**src/rtl/ring_router_mux_pkg.sv**
```systemverilog
// Shared ring-router types: flit layout, arbiter states, priority codes.
// Reused by the demux, the merge arbiter and the egress register.
`timescale 1ns/1ps
package osd_ring_pkg;

  localparam int DII_DATA_W = 16;

  typedef enum logic [1:0] {
    IDLE       = 2'd0,
    LOCK_RING  = 2'd1,
    LOCK_LOCAL = 2'd2
  } arb_state_t;

  localparam logic ARB_PRIO_RING  = 1'b0;
  localparam logic ARB_PRIO_LOCAL = 1'b1;

  typedef struct packed {
    logic [DII_DATA_W-1:0] data;
    logic                  first;
    logic                  last;
  } dii_flit_t;

endpackage

```
**src/rtl/ring_router_mux_if.sv**
```systemverilog
// dii_channel: one flit lane with valid/ready handshake.
// master drives the flit, slave returns ready.
`timescale 1ns/1ps
interface dii_channel;
  import osd_ring_pkg::*;

  logic [DII_DATA_W-1:0] data;
  logic                  first;
  logic                  last;
  logic                  valid;
  logic                  ready;

  modport master (
    output data, first, last, valid,
    input  ready
  );

  modport slave (
    input  data, first, last, valid,
    output ready
  );

endinterface

```
**src/rtl/ring_router_mux_outreg.sv**
```systemverilog
// One-entry valid/ready register; full throughput since a held
// flit can be replaced in the same cycle it drains.
`timescale 1ns/1ps
module ring_router_outreg
  import osd_ring_pkg::*;
(
  input  logic       clk,
  input  logic       rst,
  input  logic       in_valid_i,
  output logic       in_ready_o,
  input  dii_flit_t  in_flit_i,
  dii_channel.master out_o
);

  logic      valid_q, valid_d;
  dii_flit_t flit_q, flit_d;
  logic      acc;

  assign in_ready_o = !valid_q | out_o.ready;
  assign acc        = in_valid_i & in_ready_o;

  always_comb begin
    valid_d = valid_q;
    flit_d  = flit_q;
    if (acc) begin
      valid_d = 1'b1;
      flit_d  = in_flit_i;
    end else if (out_o.ready) begin
      valid_d = 1'b0;
    end
  end

  always_ff @(posedge clk or negedge rst) begin
    if (!rst) begin
      valid_q <= 1'b0;
      flit_q  <= '0;
    end else begin
      valid_q <= valid_d;
      flit_q  <= flit_d;
    end
  end

  assign out_o.valid = valid_q;
  assign out_o.data  = flit_q.data;
  assign out_o.first = flit_q.first;
  assign out_o.last  = flit_q.last;

endmodule

```
**src/rtl/ring_router_mux.sv**
```systemverilog
// Worm-level round-robin merge of ring pass-through and local
// injection onto one outgoing ring link.
`timescale 1ns/1ps
module ring_router_mux
  import osd_ring_pkg::*;
(
  input  logic       clk,
  input  logic       rst,
  dii_channel.slave  in_ring,
  dii_channel.slave  in_local,
  dii_channel.master out_ring,
  output logic [1:0] dbg_state,
  output logic       dbg_prio
);

  arb_state_t state_q, state_d;
  logic       prio_q, prio_d;
  logic       gnt_ring, gnt_local;
  logic       sel_valid, up_rdy, acc;
  dii_flit_t  sel_flit;

  always_ff @(posedge clk or negedge rst) begin
    if (!rst) begin
      state_q <= IDLE;
      prio_q  <= ARB_PRIO_RING;
    end else begin
      state_q <= state_d;
      prio_q  <= prio_d;
    end
  end

  // Worm boundaries come only from last; first is just carried.
  always_comb begin
    state_d = state_q;
    prio_d  = prio_q;
    if (acc) begin
      if (sel_flit.last) begin
        state_d = IDLE;
        prio_d  = gnt_ring ? ARB_PRIO_LOCAL
                           : ARB_PRIO_RING;
      end else begin
        state_d = gnt_ring ? LOCK_RING
                           : LOCK_LOCAL;
      end
    end
  end

  always_comb begin
    gnt_ring  = 1'b0;
    gnt_local = 1'b0;
    unique case (state_q)
      IDLE: begin
        if (in_ring.valid && in_local.valid) begin
          gnt_ring  = (prio_q == ARB_PRIO_RING);
          gnt_local = (prio_q == ARB_PRIO_LOCAL);
        end else begin
          gnt_ring  = in_ring.valid;
          gnt_local = in_local.valid;
        end
      end
      LOCK_RING:  gnt_ring  = 1'b1;
      LOCK_LOCAL: gnt_local = 1'b1;
      default: ;
    endcase
  end

  always_comb begin
    sel_flit = '0;
    if (gnt_ring) begin
      sel_flit.data  = in_ring.data;
      sel_flit.first = in_ring.first;
      sel_flit.last  = in_ring.last;
    end else if (gnt_local) begin
      sel_flit.data  = in_local.data;
      sel_flit.first = in_local.first;
      sel_flit.last  = in_local.last;
    end
  end

  assign sel_valid = (gnt_ring & in_ring.valid)
                   | (gnt_local & in_local.valid);
  assign acc       = rst & sel_valid & up_rdy;

  assign in_ring.ready  = rst & gnt_ring & up_rdy;
  assign in_local.ready = rst & gnt_local & up_rdy;

  ring_router_outreg u_outreg (
    .clk        (clk),
    .rst        (rst),
    .in_valid_i (acc),
    .in_ready_o (up_rdy),
    .in_flit_i  (sel_flit),
    .out_o      (out_ring)
  );

  assign dbg_state = state_q;
  assign dbg_prio  = prio_q;

endmodule
```
**src/flat_wrapper.sv**
```systemverilog
// flat-port wrapper written by rule: the top's interface ports become plain ports
module ring_router_mux_flat import osd_ring_pkg::*;
  (clk, rst, dbg_state, dbg_prio, in_ring_data, in_ring_first, in_ring_last, in_ring_valid, in_ring_ready, in_local_data, in_local_first, in_local_last, in_local_valid, in_local_ready, out_ring_data, out_ring_first, out_ring_last, out_ring_valid, out_ring_ready);
  dii_channel in_ring_i ();
  dii_channel in_local_i ();
  dii_channel out_ring_i ();
  input  logic clk;
  input  logic rst;
  output logic [1:0] dbg_state;
  output logic dbg_prio;
  input wire logic [$bits(in_ring_i.data)-1:0] in_ring_data;
  input wire logic [$bits(in_ring_i.first)-1:0] in_ring_first;
  input wire logic [$bits(in_ring_i.last)-1:0] in_ring_last;
  input wire logic [$bits(in_ring_i.valid)-1:0] in_ring_valid;
  output wire logic [$bits(in_ring_i.ready)-1:0] in_ring_ready;
  input wire logic [$bits(in_local_i.data)-1:0] in_local_data;
  input wire logic [$bits(in_local_i.first)-1:0] in_local_first;
  input wire logic [$bits(in_local_i.last)-1:0] in_local_last;
  input wire logic [$bits(in_local_i.valid)-1:0] in_local_valid;
  output wire logic [$bits(in_local_i.ready)-1:0] in_local_ready;
  output wire logic [$bits(out_ring_i.data)-1:0] out_ring_data;
  output wire logic [$bits(out_ring_i.first)-1:0] out_ring_first;
  output wire logic [$bits(out_ring_i.last)-1:0] out_ring_last;
  output wire logic [$bits(out_ring_i.valid)-1:0] out_ring_valid;
  input wire logic [$bits(out_ring_i.ready)-1:0] out_ring_ready;
  assign in_ring_i.data = in_ring_data;
  assign in_ring_i.first = in_ring_first;
  assign in_ring_i.last = in_ring_last;
  assign in_ring_i.valid = in_ring_valid;
  assign in_ring_ready = in_ring_i.ready;
  assign in_local_i.data = in_local_data;
  assign in_local_i.first = in_local_first;
  assign in_local_i.last = in_local_last;
  assign in_local_i.valid = in_local_valid;
  assign in_local_ready = in_local_i.ready;
  assign out_ring_data = out_ring_i.data;
  assign out_ring_first = out_ring_i.first;
  assign out_ring_last = out_ring_i.last;
  assign out_ring_valid = out_ring_i.valid;
  assign out_ring_i.ready = out_ring_ready;
  ring_router_mux u_core (.clk(clk), .rst(rst), .in_ring(in_ring_i), .in_local(in_local_i), .out_ring(out_ring_i), .dbg_state(dbg_state), .dbg_prio(dbg_prio));
endmodule
```
**config.mk**
```make
export PLATFORM = sky130hd
export DESIGN_NAME = ring_router_mux_flat
export DESIGN_NICKNAME = d
export VERILOG_FILES = /design/src/rtl/ring_router_mux_pkg.sv /design/src/rtl/ring_router_mux_if.sv /design/src/rtl/ring_router_mux_outreg.sv /design/src/rtl/ring_router_mux.sv /design/src/flat_wrapper.sv
export SDC_FILE = /design/constraint.sdc
export NUM_CORES = 1
export LEC_CHECK = 0
export ABC_CLOCK_PERIOD_IN_PS = 1850
export BUFFER_PORTS_ARGS = -buffer_cell sky130_fd_sc_hd__buf_2
export CAP_MARGIN = 20
export CELL_PAD_IN_SITES_DETAIL_PLACEMENT = 0
export CELL_PAD_IN_SITES_GLOBAL_PLACEMENT = 1
export CORE_MARGIN = 2
export CORE_UTILIZATION = 25
export DETAILED_ROUTE_END_ITERATION = 16
export HOLD_SLACK_MARGIN = 0.05
export PLACE_DENSITY = 0.76
export SYNTH_ARGS = -nofsm -noshare
export SYNTH_HDL_FRONTEND = slang
export SYNTH_SLANG_ARGS = --single-unit
```
**constraint.sdc**
```tcl
create_clock -name clk -period 1.85 [get_ports clk]
set_clock_uncertainty 0.1 [all_clocks]
set_input_delay 0.37 -clock clk [delete_from_list [all_inputs] [get_ports clk]]
set_output_delay 0.37 -clock clk [all_outputs]
set_load 0.03 [all_outputs]
```
After elaboration in Yosys (flattened, before gate mapping)
Cells that the tools add are included.
W data, S select, Z words.
{"block": "totals", "output_inout_bits": 24, "regBits": 22, "word_cells": 36}
{"block": "classes", "bitwise_logic": 12, "muxes": 11, "n_reduce_logical": 5, "n_eq_ne": 2}
{"operator": "$mux W18", "count": 2}
{"operator": "$and A1 B1 Y1", "count": 9}
{"operator": "$mux W1", "count": 5}
{"operator": "$mux W2", "count": 2}
{"operator": "$pmux W1 S2", "count": 2}
{"operator": "$eq A2 B1 Y1 const B", "count": 1}
{"operator": "$eq A2 B2 Y1 const B", "count": 1}
{"operator": "$logic_not A2 Y1", "count": 1}
{"operator": "$or A1 B1 Y1", "count": 2}
{"operator": "$reduce_and A2 Y1", "count": 1}
{"operator": "$reduce_bool A2 Y1", "count": 1}
{"operator": "$logic_and A1 B1 Y1", "count": 1}
{"operator": "$logic_not A1 Y1", "count": 1}
{"operator": "$not A1 Y1", "count": 1}

Longest topological paths before layout
Gate-level depths: netlist of the first run.
{"block": "logic_depth", "depth_word": 9, "depth_mapped": 5, "depth_no_buf": 4}

Modules after synthesis
Synthesis of the first run repeated with hierarchy kept, for this count alone.
{"block": "unflattened", "cells_unflattened": 123, "hier_area_um2": 1376.3}
{"mod": "ring_router_outreg", "cells_per_inst": 41, "area_each_um2": 758.2, "n_inst": 1}
{"mod": "ring_router_mux", "cells_per_inst": 82, "area_each_um2": 618.1, "n_inst": 1}

Worst setup path after synthesis of the first run
OpenSTA, ideal clock, no wires.
{"block": "synth_path", "kind": "flip-flop to output port", "startpoint": "reg u_core.state_q[1] (netlist: u_core.dbg_state[1])", "endpoint": "out in_local_ready", "arrival_time_ns": 1.650, "stages_incl_launch_ff": 5, "required_time_ns": 1.380, "path_slack_ns": -0.270, "cell_sequence": "dfrtp_1 -> nor2_1 -> a211oi_4 -> buf_6 -> and3_1"}
{"block": "synth_via", "elab_chain_len": 4}
{"item": "from (decl)", "line": "ring_router_mux.sv:16", "text": "arb_state_t state_q, state_d;"}
{"item": "from (signal assigned)", "line": "ring_router_mux.sv:27", "text": "state_q <= state_d;"}
{"item": "$eq A2 B2 Y1 / $logic_not A2 Y1 (equally long branches)", "line": "ring_router_mux.sv:51", "text": "unique case (state_q)"}
{"item": "$pmux W1 S2 *", "line": "ring_router_mux.sv:51"}
{"item": "$and A1 B1 Y1 * (2 in a row)", "line": "ring_router_mux.sv:85", "text": "assign in_local.ready = rst & gnt_local & up_rdy;"}
{"item": "to (decl)", "line": "flat_wrapper.sv:20", "text": "output wire logic [$bits(in_local_i.ready)-1:0] in_local_ready;"}
Every way passes the cells marked *; elsewhere a longest branch is shown, timed or not.

Worst setup path in the final report of the first run
Same ends and word-level chain as after synthesis.

==> impl_metrics.ini, run 1 <==
[place]
gp_congestion = 0.793
dpl-instance-area_um2 = 1480
place_hpwl_um = 2120
portBuffers = 64
pre_cts_ws_ns = 0.157

[routing]
highest_layer = met4
dr_wl_met3_um = 232
wl_met1_um = 1270
wl_um = 2820
wl_met2_um = 1300
dr.pass1.iters = 2
antenna_left = 0
routed_via_density = 4.54
wire_per_inst_um = 12.4
drc = 0
vias = 1035
drtIter0Drc = 37

[synthesis]
yosysSeqAreaShare_pct = 52.1
synth_cell_types = 21
synth_seq_cells = 22
netlist_area_um2 = 1060
synth_top_cell_by_area = dfrtp_1
synth.area.top_cells = dfrtp_1 (52%), a22oi_1 (13%), o21ai_0 (8.1%)
synth_cells = 108
syn-num-nets = 149
synth_top_area_share_pct = 52.1
avgSynthCellArea_um2 = 9.78
ys_warn_count = 0

[floorplan]
die_w_um = 69.0
coreArea_um2 = 4030
dieArea_um2 = 4760
die_h_um = 69.0
ios = 65
num_rows = 23
start_util_pct = 26.2

[layout]
fillers = 433
num_antenna_cells = 0
layout.cells.most_common_list = buf_2 (62), nand2_1 (20), dfrtp_1 (19)
drive_gt1_share_pct = 48.3
final_common_cell = buf_2
final_nets = 220
fin_area_um2 = 1560
post-route-util_pct = 38.7
area_delta_synth_final_pct = 47.5

[global_route]
grt_first_pass_wirelength_um = 4370
grt_pass1_vias = 925
overflow = 0
antenna_found_initial = 0
grt_usage_pct = 12.6
grt_max_degree = 30

[setup_path]
end_kind = primary output
critPathLaunchType = flop
crit_type = flop to primary output
cpPeakStageDelay_ns = 0.46
cp_data_arrival_time_ns = 1.35
crit_slowest_cell = dfrtp_2
cp_cell_sequence = nor2_2 > a211oi_4 > and3_4 > buf_6
path_max_fanout = 8
required_ns = 1.38

[pwr]
power_frac_clock_pct = 11.7
pwr-share-comb_pct = 55.8
p_switching_uw = 1170
p_seq_share_pct = 32.6
sw_frac_of_total_pct = 46.9
p_int_uw = 1330
power.total_uw = 2500
ir_drop_mv = 0.377
power_density_nw_per_um2 = 1610
p_leak_uw = 0.000797

[cts]
cts.htree.levels = 1
cts_root_buffer = clkbuf_8
cts_buffers = 3
clk_path_buf_depth = 2
cts_tree = built
insertion_delay_ns = 0.25
clkTransAtPathRegs_ns = 0.07
cts_sinks = 22

[sta]
drv_slew = 0
hold_viol = 0
setup_slack_ns = 0.0291
fmax_mhz = 549
slew_headroom_pct = 75.0
setup-violations-final = 0
layout_worst_path_cycle_share_pct = 98.4
rsz0062_at_grt = true
worst_pin_slew_ns = 0.374
period_needed_ns = 1.82

[hold_path]
hold_class = input pin to flop

[flow_run]
maxCapViolations = 0

[run_status]
outcome = complete, no violations
-- path summary, 6_finish.rpt --
check / start / end / slack (ns) / cells after the start
max in group asynchronous: rst / u_core.dbg_state[0] / 0.87 / 3
hold / removal: in_local_data[10] / u_core.u_outreg.out_o.data[10] / 0.30 / 3
hold reg to reg: u_core.u_outreg.out_o.data[15] / u_core.u_outreg.out_o.data[15] / 0.38 / 2
setup / recovery: u_core.dbg_state[1] / in_local_ready / 0.03 / 4
min in group asynchronous: rst / u_core.dbg_state[1] / 0.62 / 3
setup reg to reg: u_core.dbg_state[0] / u_core.dbg_prio / 0.14 / 6
-- flip-flops by register name, indices dropped and copies added (netlist names) --
signal / cells
u_core.u_outreg.out_o.data: 16
u_core.dbg_state: 2
u_core.dbg_prio: 1
u_core.u_outreg.out_o.first: 1
u_core.u_outreg.out_o.last: 1
u_core.u_outreg.out_o.valid: 1
-- worst max-delay path: cells and delay by family, from the launching register on --
kind | cells | cell delay (ns)
AO/OA/AOI/OAI | 1 | 0.23
buffers and inverters | 1 | 0.12
flip-flops | 1 | 0.46
AND/OR/NAND/NOR | 2 | 0.29
-- layer usage --
layer / vias up / global-route usage [%]
met5: - / 0
met3: 2 / 2.76
met1: 467 / 15.8
met4: 0 / 4.41
li1: 527 / -
met2: 39 / 21.3
-- cell type report --
cell class,instances,area (um^2),area share (%)
sequential,22,554,35.6
multi-input combinational,77,473,30.4
timing repair buffer,73,415,26.7
tap,50,62.6,4.02
clock buffer,4,45.0,2.89
inverter,2,7.51,0.482
-- what timing repair did --
item | 4_1_cts | 5_1_grt
resized for setup | 3 | 1
buffers inserted | 2 | 0
hold buffers | 1 | 0
pin swaps | 0 | 3
endpoints found under the setup margin | 2 | 2
hold endpoints to repair | 22 | 0
-- power groups by stage --
| stage | Clock (uW) | Combinational (uW) | Sequential [uW] |
|---|---|---|---|
| 2_1_floorplan | 0 | 555 | 1230 |
| 3_3_place_gp | 0 | 1350 | 826 |
| 3_5_place_dp | 0 | 1360 | 836 |
| 4_1_cts | 310 | 1410 | 822 |
| 5_1_grt | 334 | 1530 | 846 |
| 6_report | 292 | 1400 | 815 |
-- through the flow --
| stage | instances | hold WS, ns | setup TNS [ns] |
|---|---|---|---|
| after floorplan | 108 | -0.0256 | 0 |
| after global routing | 228 | 0.323 | -0.0569 |
| after detailed placement | 221 | 0.316 | 0 |
| after global placement | 221 | 0.305 | 0 |
| final | 228 | 0.300 | 0 |
| after CTS | 228 | 0.299 | 0 |
-- synthesized netlist by cell type --
cell and instances:
clkbuf_1 3, nand2_1 20, nor2b_1 4, a21bo_2 1, a22oi_1 18, o21ai_1 4, mux2i_1 1, inv_1 2
o211ai_2 1, nand2b_1 1, a22o_1 1, buf_4 1, nor2_1 4, dfrtp_1 22, a211oi_4 1, and3_1 2
buf_2 2, o21ai_0 17, o21bai_1 1, buf_6 1, a311oi_2 1
-- logic make-up after synthesis --
kind of cell,count (synthesis),share of synthesized area (%)
AOI/OAI and AO/OA,45,29.7
buffers and inverters,9,4.50
DFF,22,52.1
muxes,1,0.948
and+or+nand+nor,31,12.7
(Power assumes the default switching activity.)
==> inputs of run 2 (changes only) <==
--- a/config.mk
+++ b/config.mk
@@ -5,7 +5,7 @@
 export SDC_FILE = /design/constraint.sdc
 export NUM_CORES = 1
 export LEC_CHECK = 0
-export ABC_CLOCK_PERIOD_IN_PS = 1850
+export ABC_CLOCK_PERIOD_IN_PS = 1600
 export BUFFER_PORTS_ARGS = -buffer_cell sky130_fd_sc_hd__buf_2
 export CAP_MARGIN = 20
 export CELL_PAD_IN_SITES_DETAIL_PLACEMENT = 0
@@ -14,7 +14,7 @@
 export CORE_UTILIZATION = 25
 export DETAILED_ROUTE_END_ITERATION = 16
 export HOLD_SLACK_MARGIN = 0.05
-export PLACE_DENSITY = 0.76
+export PLACE_DENSITY = 0.78
 export SYNTH_ARGS = -nofsm -noshare
 export SYNTH_HDL_FRONTEND = slang
 export SYNTH_SLANG_ARGS = --single-unit
==> constraint.sdc (replaced) <==
create_clock -name clk -period 1.6 [get_ports clk]
set_clock_uncertainty 0.1 [all_clocks]
set_input_delay 0.32 -clock clk [delete_from_list [all_inputs] [get_ports clk]]
set_output_delay 0.32 -clock clk [all_outputs]
set_load 0.03 [all_outputs]
==> impl_metrics.ini, run 2 (synthesis gave the netlist of run 1 again) <==
[cts]
cts.htree.levels = 1
cts_tree = built
cts_sinks = 22
cts_buffers = 3
clk_path_buf_depth = 2
cts_root_buffer = clkbuf_8
insertion_delay_ns = 0.26
clkTransAtPathRegs_ns = 0.08

[place]
gp_congestion = 0.765
portBuffers = 64
place_hpwl_um = 2110
pre_cts_ws_ns = 0.0155

[pwr]
power_frac_clock_pct = 16.7
p_seq_share_pct = 30.4
p_int_uw = 1730
ir_drop_mv = 0.511
sw_frac_of_total_pct = 44.7
p_switching_uw = 1390
power.total_uw = 3120
p_leak_uw = 0.000816
power_density_nw_per_um2 = 1940
pwr-share-comb_pct = 53.0

[routing]
vias = 1040
drc = 0
drtIter0Drc = 35
routed_via_density = 4.54
dr.pass1.iters = 4
wire_per_inst_um = 12.1
wl_um = 2770
antenna_left = 0

[floorplan]
coreArea_um2 = 4030
start_util_pct = 26.2
ios = 65
die_w_um = 69.0
num_rows = 23
die_h_um = 69.0
dieArea_um2 = 4760

[sta]
worst_pin_slew_ns = 0.375
slew_headroom_pct = 74.9
layout_worst_path_cycle_share_pct = 111
setup_tns_ns = -0.293
fmax_mhz = 563
rsz0062_at_grt = true
drv_slew = 0
setup-violations-final = 2
setup_slack_ns = -0.177
hold_viol = 0
period_needed_ns = 1.78

[layout]
largest_reg_flops = 16
layout.cells.most_common_list = buf_2 (61), nand2_1 (20), dfrtp_1 (19)
num_antenna_cells = 0
drive_gt1_share_pct = 50.3
post-route-util_pct = 40.0
final_common_cell = buf_2
final_nets = 221
area_delta_synth_final_pct = 52.6
fillers = 420

[setup_path]
path_max_fanout = 4
end_kind = primary output
required_ns = 1.18
cp_data_arrival_time_ns = 1.36
critPathLaunchType = flop
regToRegSetupSlack_ns = 0.02
crit_type = flop to primary output

[flow_run]
maxCapViolations = 0

[run_status]
violations = setup timing
outcome = finished with violations

[hold_path]
hold_class = input pin to flop

[global_route]
grt_first_pass_wirelength_um = 4230
overflow = 0
antenna_found_initial = 0
grt_pass1_vias = 943
grt_max_degree = 30
grt_usage_pct = 12.0
## run 2: cell count changes in the layout (fill, tap and decap cells not counted), sizes merged
cell and delta:
dlygate4sd3 +1, bufinv +1, clkbuf -1
## run 2: per-layer routing
layer / wire (um) / vias up / track usage, % / share of wire (%)
met4: 19 / 0 / 5.15 / 0.69
met3: 303 / 2 / 2.92 / 11
met1: 1240 / 467 / 14.7 / 45
met5: 0 / - / 0 / 0
li1: - / 529 / - / -
met2: 1200 / 42 / 20.1 / 43
## run 2: worst max-delay path: stages (launching register included)
cell,delay [ns]
dfrtp_2,0.46
a311oi_2,0.29
and3_4,0.22
buf_6,0.12
## run 2: worst paths after layout
kind / from / endpoint / depth (start not counted)
setup / recovery: u_core.dbg_state[1] / in_ring_ready / 3
hold reg to reg: u_core.u_outreg.out_o.data[9] / u_core.u_outreg.out_o.data[9] / 2
max in group asynchronous: rst / u_core.u_outreg.out_o.data[11] / 3
min in group asynchronous: rst / u_core.u_outreg.out_o.last / 2
hold / removal: in_ring_last / u_core.dbg_state[0] / 4
setup reg to reg: u_core.dbg_state[0] / u_core.dbg_prio / 5
## run 2: power groups by stage
stage               clock, uW  combinational [uW]  sequential (uW)
floorplan                   0                 648             1430
global placement            0                1580              964
detailed placement          0                1600              972
CTS                       537                1670              952
global route              563                1820              980
finish                    520                1650              947
## run 2: repair_timing
action | 4_1_cts | 5_1_grt
buffers inserted | 2 | 0
gates resized for setup | 6 | 2
setup endpoints to repair | 2 | 24
gates cloned | 0 | 0
pin swaps | 4 | 4
hold buffers | 2 | 0
endpoints found under the hold margin | 6 | 0
## run 2: layout make-up
class | instances | area (um^2) | share of cell area [%]
tap | 50 | 62.6 | 3.88
multi-input combinational | 77 | 488 | 30.3
inverter | 2 | 7.51 | 0.466
clock buffer | 3 | 41.3 | 2.56
sequential | 22 | 554 | 34.4
timing repair buffer | 74 | 428 | 26.6
clock inverter | 1 | 30.0 | 1.86
## run 2: stage by stage
stage	instances	instance area, um^2	hold slack (ns)
2_1_floorplan	108	1090	-0.0756
3_3_place_gp	221	1490	0.0900
3_5_place_dp	221	1490	0.0918
4_1_cts	229	1610	0.231
5_1_grt	229	1610	0.245
6_report	229	1610	0.237
